$ cat src/rtl/dht22_ctrl_pkg.sv
// dht22_ctrl_pkg
//   Shared definitions for the DHT22 poll controller: FSM state encoding,
//   bit offsets of the fields inside the 40-bit reader frame, request
//   length and the frame checksum helper.
//   Optional feature macro used by the slice: DHT22_CTRL_SIGNED_TEMP_EN.
package dht22_ctrl_pkg;

  typedef enum logic [2:0] {
    WAIT_PERIOD,
    RST_RD,
    REQ,
    CAPTURE,
    CHECK
  } state_t;

  // Frame layout {hum[15:0], temp[15:0], csum[7:0]}
  localparam int unsigned HUM_MSB  = 39;
  localparam int unsigned TEMP_MSB = 23;
  localparam int unsigned CSUM_MSB = 7;

  // Cycles the reader's get input is held low per request
  localparam int unsigned REQ_CYCLES = 2;

  // Modulo-256 sum of the four data bytes
  function automatic logic [7:0] frame_sum(input logic [39:0] d);
    logic [7:0] s;
    s = d[39:32] + d[31:24];
    s = s + d[23:16];
    s = s + d[15:8];
    return s;
  endfunction

endpackage

$ cat src/rtl/dht22_frame_check.sv
// dht22_frame_check
//   Combinational validation and field extraction for one DHT22 frame.
//   Macro: DHT22_CTRL_SIGNED_TEMP_EN -- when defined, temperature is
//   converted from the sensor's sign-magnitude form to two's complement.
// Ports:
//   frame_i  in  40  reader frame {hum, temp, csum}
//   good_o   out 1   checksum matches and frame is not all-zero
//   hum_o    out 16  humidity field
//   temp_o   out 16  temperature (raw or two's complement per macro)
module dht22_frame_check
  import dht22_ctrl_pkg::*;
(
  input  logic [39:0] frame_i,
  output logic        good_o,
  output logic [15:0] hum_o,
  output logic [15:0] temp_o
);

  logic [15:0] raw_temp;
  logic [7:0]  csum;

  assign hum_o    = frame_i[HUM_MSB -: 16];
  assign raw_temp = frame_i[TEMP_MSB -: 16];
  assign csum     = frame_i[CSUM_MSB -: 8];

  // The all-zero frame left behind by a reader reset passes the checksum
  // but means the sensor never answered.
  assign good_o = (frame_sum(frame_i) == csum) && (frame_i != '0);

`ifdef DHT22_CTRL_SIGNED_TEMP_EN
  // Negative zero (0x8000) maps to 0x0000.
  assign temp_o = raw_temp[15] ? (16'd0 - {1'b0, raw_temp[14:0]}) : raw_temp;
`else
  assign temp_o = raw_temp;
`endif

endmodule

$ cat src/rtl/dht22_poll_ctrl.sv
// dht22_poll_ctrl
//   Periodic acquisition controller for the DHT22 single-wire reader.
//   Starts one read per POLL_PERIOD (or early on force_i), waits a fixed
//   capture window, validates the frame, retries bad frames up to
//   MAX_RETRY times and publishes humidity/temperature with strobes.
//   Macro: DHT22_CTRL_SIGNED_TEMP_EN (see dht22_frame_check).
// Ports:
//   clk            in   1   clock, 1 MHz
//   reset          in   1   synchronous, active-low
//   enable_i       in   1   level, allows periodic polling
//   force_i        in   1   one-cycle pulse, starts a read early
//   rd_rst_n_o     out  1   reader reset, active-low
//   rd_get_o       out  1   reader request, active-low
//   rd_data_i      in   40  reader frame {hum, temp, csum}
//   humidity_o     out  16  last good humidity
//   temperature_o  out  16  last good temperature
//   valid_o        out  1   sticky, set on first good frame
//   sample_stb_o   out  1   one-cycle pulse per good frame
//   err_stb_o      out  1   one-cycle pulse when retries are exhausted
//   err_cnt_o      out  8   exhausted-retry events, saturating at 255
module dht22_poll_ctrl
  import dht22_ctrl_pkg::*;
#(
  parameter int unsigned POLL_PERIOD  = 2_000_000,
  parameter int unsigned CAPTURE_WAIT = 6000,
  parameter int unsigned MAX_RETRY    = 3,
  parameter int unsigned CNT_W        = 22
) (
  input  logic        clk,
  input  logic        reset,
  input  logic        enable_i,
  input  logic        force_i,
  output logic        rd_rst_n_o,
  output logic        rd_get_o,
  input  logic [39:0] rd_data_i,
  output logic [15:0] humidity_o,
  output logic [15:0] temperature_o,
  output logic        valid_o,
  output logic        sample_stb_o,
  output logic        err_stb_o,
  output logic [7:0]  err_cnt_o
);

  localparam int unsigned RETRY_W = (MAX_RETRY < 1) ? 1 : $clog2(MAX_RETRY + 1);

  localparam logic [CNT_W-1:0]   PERIOD_LAST  = CNT_W'(POLL_PERIOD - 1);
  localparam logic [CNT_W-1:0]   REQ_LAST     = CNT_W'(REQ_CYCLES - 1);
  localparam logic [CNT_W-1:0]   CAPTURE_LAST = CNT_W'(CAPTURE_WAIT - 1);
  localparam logic [RETRY_W-1:0] RETRY_LIMIT  = RETRY_W'(MAX_RETRY);

  state_t             state_q, state_d;
  logic [CNT_W-1:0]   cnt_q, cnt_d;
  logic [RETRY_W-1:0] retry_q, retry_d;
  logic               rd_rst_n_q, rd_rst_n_d;
  logic               rd_get_q, rd_get_d;
  logic [15:0]        hum_q, hum_d;
  logic [15:0]        temp_q, temp_d;
  logic               valid_q, valid_d;
  logic               sample_stb_q, sample_stb_d;
  logic               err_stb_q, err_stb_d;
  logic [7:0]         err_cnt_q, err_cnt_d;

  logic               frame_good;
  logic [15:0]        frame_hum;
  logic [15:0]        frame_temp;

  dht22_frame_check u_frame_check (
    .frame_i (rd_data_i),
    .good_o  (frame_good),
    .hum_o   (frame_hum),
    .temp_o  (frame_temp)
  );

  always_ff @(posedge clk) begin
    if (!reset) begin
      state_q      <= WAIT_PERIOD;
      cnt_q        <= '0;
      retry_q      <= '0;
      rd_rst_n_q   <= 1'b0;
      rd_get_q     <= 1'b1;
      hum_q        <= '0;
      temp_q       <= '0;
      valid_q      <= 1'b0;
      sample_stb_q <= 1'b0;
      err_stb_q    <= 1'b0;
      err_cnt_q    <= '0;
    end else begin
      state_q      <= state_d;
      cnt_q        <= cnt_d;
      retry_q      <= retry_d;
      rd_rst_n_q   <= rd_rst_n_d;
      rd_get_q     <= rd_get_d;
      hum_q        <= hum_d;
      temp_q       <= temp_d;
      valid_q      <= valid_d;
      sample_stb_q <= sample_stb_d;
      err_stb_q    <= err_stb_d;
      err_cnt_q    <= err_cnt_d;
    end
  end

  always_comb begin
    state_d      = state_q;
    cnt_d        = cnt_q;
    retry_d      = retry_q;
    hum_d        = hum_q;
    temp_d       = temp_q;
    valid_d      = valid_q;
    sample_stb_d = 1'b0;
    err_stb_d    = 1'b0;
    err_cnt_d    = err_cnt_q;

    unique case (state_q)
      WAIT_PERIOD: begin
        // Terminal count and force in the same cycle start a single read.
        // With enable low the counter parks at the terminal value so a
        // read starts as soon as polling is re-enabled.
        if (enable_i && (force_i || (cnt_q == PERIOD_LAST))) begin
          state_d = RST_RD;
          cnt_d   = '0;
        end else if (cnt_q != PERIOD_LAST) begin
          cnt_d = cnt_q + 1'b1;
        end
      end

      RST_RD: begin
        state_d = REQ;
        cnt_d   = '0;
      end

      REQ: begin
        if (cnt_q == REQ_LAST) begin
          state_d = CAPTURE;
          cnt_d   = '0;
        end else begin
          cnt_d = cnt_q + 1'b1;
        end
      end

      CAPTURE: begin
        if (cnt_q == CAPTURE_LAST) begin
          state_d = CHECK;
          cnt_d   = '0;
        end else begin
          cnt_d = cnt_q + 1'b1;
        end
      end

      CHECK: begin
        // A retry also waits a full period: the sensor needs >= 2 s
        // between reads.
        state_d = WAIT_PERIOD;
        cnt_d   = '0;
        if (frame_good) begin
          hum_d        = frame_hum;
          temp_d       = frame_temp;
          valid_d      = 1'b1;
          sample_stb_d = 1'b1;
          retry_d      = '0;
        end else if (retry_q == RETRY_LIMIT) begin
          err_stb_d = 1'b1;
          retry_d   = '0;
          if (err_cnt_q != 8'hFF) begin
            err_cnt_d = err_cnt_q + 1'b1;
          end
        end else begin
          retry_d = retry_q + 1'b1;
        end
      end

      default: begin
        state_d = WAIT_PERIOD;
        cnt_d   = '0;
      end
    endcase

    // Reader controls are registered from the next state so they line up
    // with the state they belong to and take their reset values in reset.
    rd_rst_n_d = (state_d != RST_RD);
    rd_get_d   = (state_d != REQ);
  end

  assign rd_rst_n_o    = rd_rst_n_q;
  assign rd_get_o      = rd_get_q;
  assign humidity_o    = hum_q;
  assign temperature_o = temp_q;
  assign valid_o       = valid_q;
  assign sample_stb_o  = sample_stb_q;
  assign err_stb_o     = err_stb_q;
  assign err_cnt_o     = err_cnt_q;

endmodule

$ cat config.mk
export PLATFORM = sky130hd
export DESIGN_NAME = dht22_poll_ctrl
export DESIGN_NICKNAME = d
export VERILOG_FILES = /design/src/rtl/dht22_ctrl_pkg.sv /design/src/rtl/dht22_frame_check.sv /design/src/rtl/dht22_poll_ctrl.sv
export SDC_FILE = /design/constraint.sdc
export NUM_CORES = 1
export LEC_CHECK = 0
export CAP_MARGIN = 20
export CORE_UTILIZATION = 40
export DETAILED_ROUTE_END_ITERATION = 12
export PLACE_DENSITY = 0.62
export SLEW_MARGIN = 40
export SYNTH_ARGS = -nofsm -noshare
export SYNTH_HDL_FRONTEND = slang
export SYNTH_SLANG_ARGS = --single-unit
$ cat constraint.sdc
create_clock -name clk -period 5.3 [get_ports clk]
set_clock_uncertainty 0.05 [all_clocks]
set_input_delay 1.06 -clock clk [delete_from_list [all_inputs] [get_ports clk]]
set_output_delay 1.06 -clock clk [all_outputs]
set_load 0.005 [all_outputs]
==> Word level (Yosys, flattened, before mapping) <==
Cells that the tools add are included.
{ "op_classes": {"reduce_logical": 9, "n_eq_ne": 14, "bitwise_logic": 3, "muxes": 13, "addsub": 6} }
{ "op_table": {"columns": ["op", "n"], "rows": [
  ["two-way mux 22 bit", 4],
  ["one-hot mux 22 bit (3 select lines)", 1],
  ["nonzero test 40 bit", 1],
  ["adder 8 bit", 3],
  ["adder 22 x 1 -> 22 bit (second input constant)", 1],
  ["== test 22 x 1 -> 1 bit (second input constant)", 1],
  ["== test 22 x 13 -> 1 bit (second input constant)", 1],
  ["== test 22 x 21 -> 1 bit (second input constant)", 1],
  ["inequality test 22 x 21 -> 1 bit (second input constant)", 1],
  ["one-hot mux 3 bit (4 select lines)", 1],
  ["two-way mux 3 bit", 3],
  ["adder 8 x 1 -> 8 bit (second input constant)", 1],
  ["== test 8 bit", 1],
  ["inequality test 8 bit (second input constant)", 1],
  ["== test 3 x 2 -> 1 bit (second input constant)", 2],
  ["two-way mux 2 bit", 2],
  ["AND reduction 2 bit", 2],
  ["AND reduction 4 bit", 1],
  ["== test 3 x 1 -> 1 bit (second input constant)", 1],
  ["== test 3 bit (second input constant)", 1],
  ["logical NOT 3 bit", 1],
  ["inequality test 3 x 1 -> 1 bit (second input constant)", 1],
  ["inequality test 3 x 2 -> 1 bit (second input constant)", 1],
  ["inequality test 3 bit (second input constant)", 1],
  ["other kinds (7)", 11]
]} }
{ "totals": {"elab_cells": 56, "input_bits": 44, "output_inout_bits": 45, "register_bits": 72} }

==> Logic depth before layout (Yosys ltp) <==
Gate-level depths: netlist (run 1).
{ "depth": {"ltp_word": 7, "mapped_depth": 14, "depth_no_buf": 13} }

==> Cells and area by module <==
Synthesis (run 1) repeated with hierarchy kept, for this count alone.
{ "hier_totals": {"hier_cells": 480, "area_unflattened_um2": 4146.5} }
{ "modules_own_cells": {"columns": ["module", "cells_each", "n_inst", "seq_area_each_um2", "area_each_um2"], "rows": [
  ["dht22_poll_ctrl", 370, 1, 1441.4, 3173.0],
  ["dht22_frame_check", 110, 1, 0.0, 973.4]
]} }

==> Least setup slack after synthesis (run 1) <==
OpenSTA, ideal clock, no wires.
{ "synth_timing": {"path_kind": "input-to-reg", "startpoint": "input rd_data_i[9]", "endpoint": "register retry_q[0]", "setup_slack_ps": 934, "cell_stages": 14, "n_path_buf": 1, "required_time_ps": 5133, "arrival_ps": 4199, "cell_sequence": "fa_1 -> inv_1 -> fa_1 -> inv_1 -> ha_1 -> fa_1 -> a21o_1 -> a21oi_1 -> o21ai_0 -> xnor2_1 -> nor4_4 -> buf_4 -> nor2_1 -> a32o_1"} }
{ "synth_via": {"elab_chain_cells": 4, "word_cells_on_any_way": 5, "classes_between": "add/sub (1); eq/ne (1); mux (1); reduce/logical (2)"} }
{ "synth_lines": {"columns": ["element", "line_no", "rtl"], "rows": [
  ["start: declaration", "dht22_poll_ctrl.sv:35", "input logic [39:0] rd_data_i,"],
  ["adder 8 bit", "dht22_ctrl_pkg.sv:29", "s = s + d[15:8];"],
  ["== test 8 bit", "dht22_frame_check.sv:28", "assign good_o = (frame_sum(frame_i) == csum) && (frame_i != '0);"],
  ["logical AND 1 bit *", "dht22_frame_check.sv:28", null],
  ["two-way mux 2 bit *", "dht22_poll_ctrl.sv:154", "if (frame_good) begin"],
  ["end signal: assignment", "dht22_poll_ctrl.sv:90", "retry_q <= retry_d;"],
  ["end: declaration", "dht22_poll_ctrl.sv:53", "logic [RETRY_W-1:0] retry_q, retry_d;"]
]} }
Mark *: on every way between the ends. The rest lies on a longest branch, timed or not.
A chain may end at the register's enable or synchronous reset.

==> Final worst setup path (run 1) <==
{ "layout_timing": {"startpoint": "input rd_data_i[9]", "endpoint": "register temp_q[13], in the netlist temperature_o[13]"} }
{ "layout_via": {"elab_chain_cells": 4, "word_cells_on_any_way": 5, "classes_between": "add/sub (1); eq/ne (1); reduce/logical (3)"} }
{ "layout_lines": {"columns": ["element", "line_no", "rtl"], "rows": [
  ["adder 8 bit", "dht22_ctrl_pkg.sv:29", null],
  ["== test 8 bit", "dht22_frame_check.sv:28", null],
  ["logical AND 1 bit *", "dht22_frame_check.sv:28", null],
  ["AND reduction 2 bit (no source line) *", null, null],
  ["end signal: assignment", "dht22_poll_ctrl.sv:94", "temp_q <= temp_d;"],
  ["end: declaration", "dht22_poll_ctrl.sv:57", "logic [15:0] temp_q, temp_d;"]
]} }
Marked as above.

==> results of run 1 <==
-- kinds of logic (layout without fill, tap and decap cells) --
| kind of cell | count (synthesis) | count (layout) | share of synthesized area (%) |
|---|---|---|---|
| simple gates | 214 | 214 | 25.6 |
| flops | 72 | 72 | 36.7 |
| mux | 40 | 40 | 10.2 |
| xor+xnor | 39 | 39 | 8.69 |
| buf+inv | 33 | 124 | 3.88 |
| fa+ha+maj | 25 | 25 | 10.6 |
| compound gates | 23 | 23 | 4.33 |
| other cells | 0 | 1 | 0 |
-- power by group through the flow --
stage               Sequential (mW)  Combinational [mW]  Clock [mW]
floorplan                     0.560               0.184           0
global placement              0.562               0.260           0
detailed placement            0.562               0.264           0
CTS                           0.549               0.266       0.397
global route                  0.550               0.297       0.415
finish                        0.549               0.266       0.383
-- per-stage QoR --
| stage | setup WS [ps] | utilization (%) | power (mW) | hold slack (ps) |
|---|---|---|---|---|
| CTS | 425 | 54.2 | 1.21 | 413 |
| floorplan | 934 | - | 0.744 | 404 |
| finish | 416 | 54.5 | 1.20 | 408 |
| detailed placement | 84.9 | 52.4 | 0.825 | 403 |
| global placement | 161 | 52.4 | 0.821 | 394 |
| global route | 159 | 54.5 | 1.26 | 425 |
-- worst paths after layout --
| check | from | slack [ps] | end |
|---|---|---|---|
| max | rd_data_i[9] | 420 | temperature_o[13] |
| min | temperature_o[8] | 410 | temperature_o[8] |
| max reg2reg | cnt_q[0] | 2870 | cnt_q[16] |
| min reg2reg | temperature_o[8] | 410 | temperature_o[8] |
-- Yosys cell counts (6+ instances only) --
| cell | instances |
|---|---|
| mux2i_1 | 40 |
| inv_1 | 15 |
| nand3_1 | 13 |
| fa_1 | 14 |
| ha_1 | 11 |
| nand2_1 | 93 |
| nor3_1 | 18 |
| xor2_1 | 10 |
| dfxtp_1 | 72 |
| xnor2_1 | 29 |
| clkbuf_1 | 11 |
| nor2_1 | 38 |
| nand2b_1 | 6 |
| nor4_1 | 15 |
| and3_1 | 7 |
| nand4_1 | 8 |
-- layer usage --
metal	wire [um]	vias up	track usage (%)
met5	0	-	0
met4	185	0	8.36
met3	377	12	3.52
met2	4330	67	31.8
met1	4520	1551	25.9
li1	-	1688	-
-- flip-flops by register name, summed over array words and instances, names as in the netlist --
name,cells
state_q,3
rd_rst_n_o,1
cnt_q,22
retry_q,2
err_stb_o,1
err_cnt_o,8
sample_stb_o,1
humidity_o,16
rd_get_o,1
temperature_o,16
valid_o,1
-- cell type report --
type                    instances  area share (%)
clock buffers                  10            2.70
inverters                      15            1.10
clock inverters                 5           0.662
repair buffers                 94            18.3
flip-flops and latches         72            28.2
diodes                          1          0.0490
multi-input cells             341            45.8
well taps                     129            3.16
-- critical path, stage by stage --
cell and delay, ps:
clkdlybuf4s50_1 500, fa_1 580, inv_1 60, fa_1 510, inv_1 40, ha_1 220, fa_1 410, a21o_1 170
a21oi_1 220, o21ai_0 150, xnor2_1 170, nor4_4 440, nand2_4 80, buf_4 260, mux2i_1 150
==> reports/summary.txt, run 1 <==
Hold-fix buffers at CTS - 0
First-pass iteration count of the detailed router - 4
Peak supply drop - 0.129 mV
Hold crit path type - reg -> reg
Register share of total power - 45.9%
Register clock-pin slew on the reported worst setup and hold paths - 70 ps
# H-tree levels - 3
Hold Vio Cnt, Final - 0
Internal - 853 uW
Cell leakage power - 2.04 nW
Largest net degree at the start of global routing - 87
Clock share of power - 32.0%
Finished Cell Area - 5100 um2
Max Cap Viol - 0
Area after DPL - 4910 um2
Mean post-synth cell area - 8.81 um2
DRC Markers - 0
Asr flop ratio synth - 0%
Clock sink count - 72
Seq. cell area - 1440 um2
Synthesis Warnings - 0
Number of post-CTS setup repair buffers - 0
Fin cells - 667
Core area - 9370 um2
CTS Buffer Depth - 2
P&R area growth vs syn - 29.8%
Synth area leader - dfxtp_1
Vias in the first global route - 3210
Crit path max fanout - 22
Root buffer cell - clkbuf_8
DRT antenna net count - 0
Final setup vio count - 0
Final HPWL DP - 7170 um
Initial antenna violation count - 1
Wire length per cell - 14.1 um
Arrival time at the worst endpoint - 5040 ps
Post-synth EDFFs - 0
Fmax - 205 MHz
RSZ-0062 raised after global routing - false
CTS Buf Count - 9
I/O pins - 89
Final WL - 9420 um
Commonest non-fill, non-tap cell in the layout - nand2_1
Sum Neg Setup Slack - 0 ps
Die area - 10200 um2
Initial Utilization - 41.9%
Multi-input combinational cell area - 2340 um2
Mapped Cells - 446
Number of cells on the worst hold path - 2
Ys flop type - dfxtp_1
Final count of pins violating max slew - 0
Cells on worst reg2reg path - 8
Synth cell types - 45
Die Height - 101 um
Clk_lat worst skew - 340 ps
CP endpoint kind - flip-flop
DR vias - 3318
First-pass GRT wire length - 15700 um
Min Tclk post-route - 4880 ps
GPL Wtd Cong - 0.853
Crit path kind - in -> reg
Layout cell share with drive strength beyond 1 - 4.66%
Sw frac - 28.8%
Post-CTS sizing - 0
Worst path required time - 5460 ps
Cells after DPL - 650
DIE WIDTH - 101 um
Register bit total from synthesis - 72
Grt ovf - 0
Mapped cell area - 3930 um2
Vias per cell - 4.97
Final period utilization - 92.2%
Headroom to the max-slew limit - 68.9%
Top cells by area, synth - dfxtp_1, mux2i_1, nand2_1
I/O Buffers - 88
Worst-Margin Slew - 463 ps
PwrDens - 235 nW/um2
Post-layout net count - 602
Share of the synthesized area in the top cell type - 36.7%
Filler cell count - 894
Post-Syn Nets - 515
Post-synthesis sequential area ratio - 36.7%
GRT Total Usage - 19.7%
Comb pwr share - 22.2%
CTS tree - done
Startpoint Class - input pin
P_sw - 345 uW
Outcome - finished clean
Commonest non-fill, non-tap cells in the layout - nand2_1, clkdlybuf4s50_1, dfxtp_1
Cell Rows - 35
Iter 0 DRT Violations - 84
No activity file was read; power rests on OpenSTA's default activity.
==> run 2: changes to the inputs <==
- PLACE_DENSITY: 0.62 -> 0.61
- SYNTH_HIERARCHICAL: not set -> 1
==> reports/summary.txt, run 2 <==
Outcome - finished clean
Flip-flop count of the largest register after layout - 22
Startpoint Class - input pin
Cell Rows - 36
Min Tclk post-route - 4950 ps
Ant diodes - 0
P&R area growth vs syn - 26.9%
Layout cell share with drive strength beyond 1 - 9.01%
Area after DPL - 4970 um2
Synth area leader - dfxtp_1
Post-Synth XOR/XNOR Area - 7.60%
Hold Vio Cnt, Final - 0
Post-synthesis sequential area ratio - 34.8%
Top cells by area, synth - dfxtp_1, nand2_1, fa_1
Vias per cell - 5.06
Multi-input combinational cell area - 2320 um2
Headroom to the max-slew limit - 69.6%
Worst path required time - 5520 ps
Root buffer cell - clkbuf_8
Arrival time at the worst endpoint - 5170 ps
Synthesis Warnings - 6
Finished Cell Area - 5260 um2
Register clock-pin slew on the reported worst setup and hold paths - 80 ps
Mapped Cells - 480
Hold_ws - 418 ps
First-pass iteration count of the detailed router - 5
Iter 0 DRT Violations - 86
Peak supply drop - 0.127 mV
Core area - 9910 um2
Synth Area in Compound Gates - 12.3%
Cell leakage power - 1.79 nW
Mux cell area share after synthesis - 0.241%
DIE WIDTH - 104 um
Mean post-synth cell area - 8.64 um2
Mapped cell area - 4150 um2
DR vias - 3429
Post-Syn Nets - 549
DRC Markers - 0
GRT Total Usage - 19.8%
Top cells by count, synth - nand2_1, dfxtp_1, a21boi_0
Post-synth EDFFs - 0
Final WS setup - 346 ps
Filler cell count - 944
Fmax - 202 MHz
GPL Wtd Cong - 0.804
Largest family of logic cells by synthesized area - simple AND/OR/NAND/NOR gates
Largest net degree at the start of global routing - 49
Grt ovf - 0
Wire length per cell - 15.0 um
Clk_lat worst skew - 350 ps
Ys flop type - dfxtp_1
RSZ-0062 raised after global routing - false
CP endpoint kind - flip-flop
I/O Buffers - 88
Post-layout net count - 609
Die Height - 104 um
DRT antenna net count - 0
Register bit total from synthesis - 72
Final setup vio count - 0
Simple-Gate Fraction of Synth Area - 25.3%
Asr flop ratio synth - 0%
Synth cell types - 47
Total power - 1.40 mW
Crit path max fanout - 8
Initial Utilization - 41.8%
Vias in the first global route - 3472
First-pass GRT wire length - 17200 um
CTS tree - done
I/O pins - 89
Final period utilization - 93.5%
Crit path kind - in -> reg
Clock sink count - 72
Pre-CTS WS - -98.8 ps
Die area - 10800 um2
Commonest non-fill, non-tap cell in the layout - clkdlybuf4s50_1
Top reg by flops - cnt_q
Worst-Margin Slew - 451 ps
PwrDens - 267 nW/um2
Share of the synthesized area in the top cell type - 34.8%
CTS Buffer Depth - 2
Final HPWL DP - 7560 um
Top-count cell post-synth - nand2_1
# H-tree levels - 3
Max Cap Viol - 0
Final count of pins violating max slew - 0
Commonest non-fill, non-tap cells in the layout - clkdlybuf4s50_1, nand2_1, dfxtp_1
Seq. cell area - 1440 um2
Adder-Cell Fraction of Synth Area - 10.1%
Final WL - 10100 um
CTS Buf Count - 9
Initial antenna violation count - 0
Hold crit path type - reg -> reg
[run 2: cell count changes after synthesis, moves of 9 or more]
cell | before | now
nor2_2 | 0 | 10
nand2_1 | 93 | 82
or3_1 | 1 | 10
buf_4 | 1 | 33
mux2i_1 | 40 | 1
o21ai_0 | 4 | 14
a21boi_0 | 1 | 36
nor2_1 | 38 | 12
[run 2: report_power, final]
| group | internal [mW] | leakage [nW] | switching (mW) |
|---|---|---|---|
| Combinational | 0.136 | 1.08 | 0.131 |
| Sequential | 0.545 | 0.581 | 0.00470 |
| Clock | 0.372 | 0.133 | 0.215 |
| Total | 1.05 | 1.79 | 0.351 |
[run 2: path summary, 6_finish.rpt]
check,from,to,slack [ps],cells past startpoint
worst min-delay path,humidity_o[14],humidity_o[14],420,2
worst max-delay path,rd_data_i[9],err_cnt_o[4],350,17
worst min register to register,humidity_o[14],humidity_o[14],420,2
worst max register to register,cnt_q[8],cnt_q[14],3000,5
[run 2: cell type report]
cell class                 count  share of cell area (%)
multi-input combinational    338                    44.1
timing repair buffer         100                    18.9
tap                          133                    3.16
clock inverter                 5                    2.45
inverter                      19                    1.36
clock buffer                  10                    2.62
sequential                    72                    27.4
[run 2: cells by family after synthesis]
logic type      count (synthesis)
compound gates                 73
xor+xnor                       36
fa+ha+maj                      25
buf+inv                        70
flops                          72
mux                             1
simple gates                  203
[run 2: metal layers]
layer	GRT usage, %	wire, um	up-vias	part of all wire (%)
li1	-	-	1722	-
met1	25.9	4690	1609	46
met2	31.2	4670	89	46
met3	6.23	652	9	6.4
met4	6.02	126	0	1.2
met5	0	0	-	0
[run 2: critical path, stage by stage]
cell and delay [ps]:
clkdlybuf4s50_1 460, fa_1 540, inv_1 50, fa_1 490
inv_1 40, ha_1 210, fa_1 390, a21o_1 180
a21oi_2 170, o21ai_0 130, xnor2_1 130, and4_1 210
nor4b_1 250, buf_4 170, o311ai_4 140, or3_1 370
a21boi_0 160
[run 2: per-stage QoR]
step / std cells / TNS [ps] / util, %
3_3_place_gp: 662 / -43.3 / 50.2
2_1_floorplan: 480 / 0 / -
5_1_grt: 677 / 0 / 53.1
3_5_place_dp: 662 / -476 / 50.2
6_report: 677 / 0 / 53.1
4_1_cts: 677 / 0 / 52.9
[run 2: what timing repair did]
| action | 4_1_cts | 5_1_grt |
|---|---|---|
| setup endpoints to repair | 0 | 2 |
| buffers inserted | 0 | 0 |
| resized for setup | 0 | 3 |
| hold buffers | 0 | 0 |
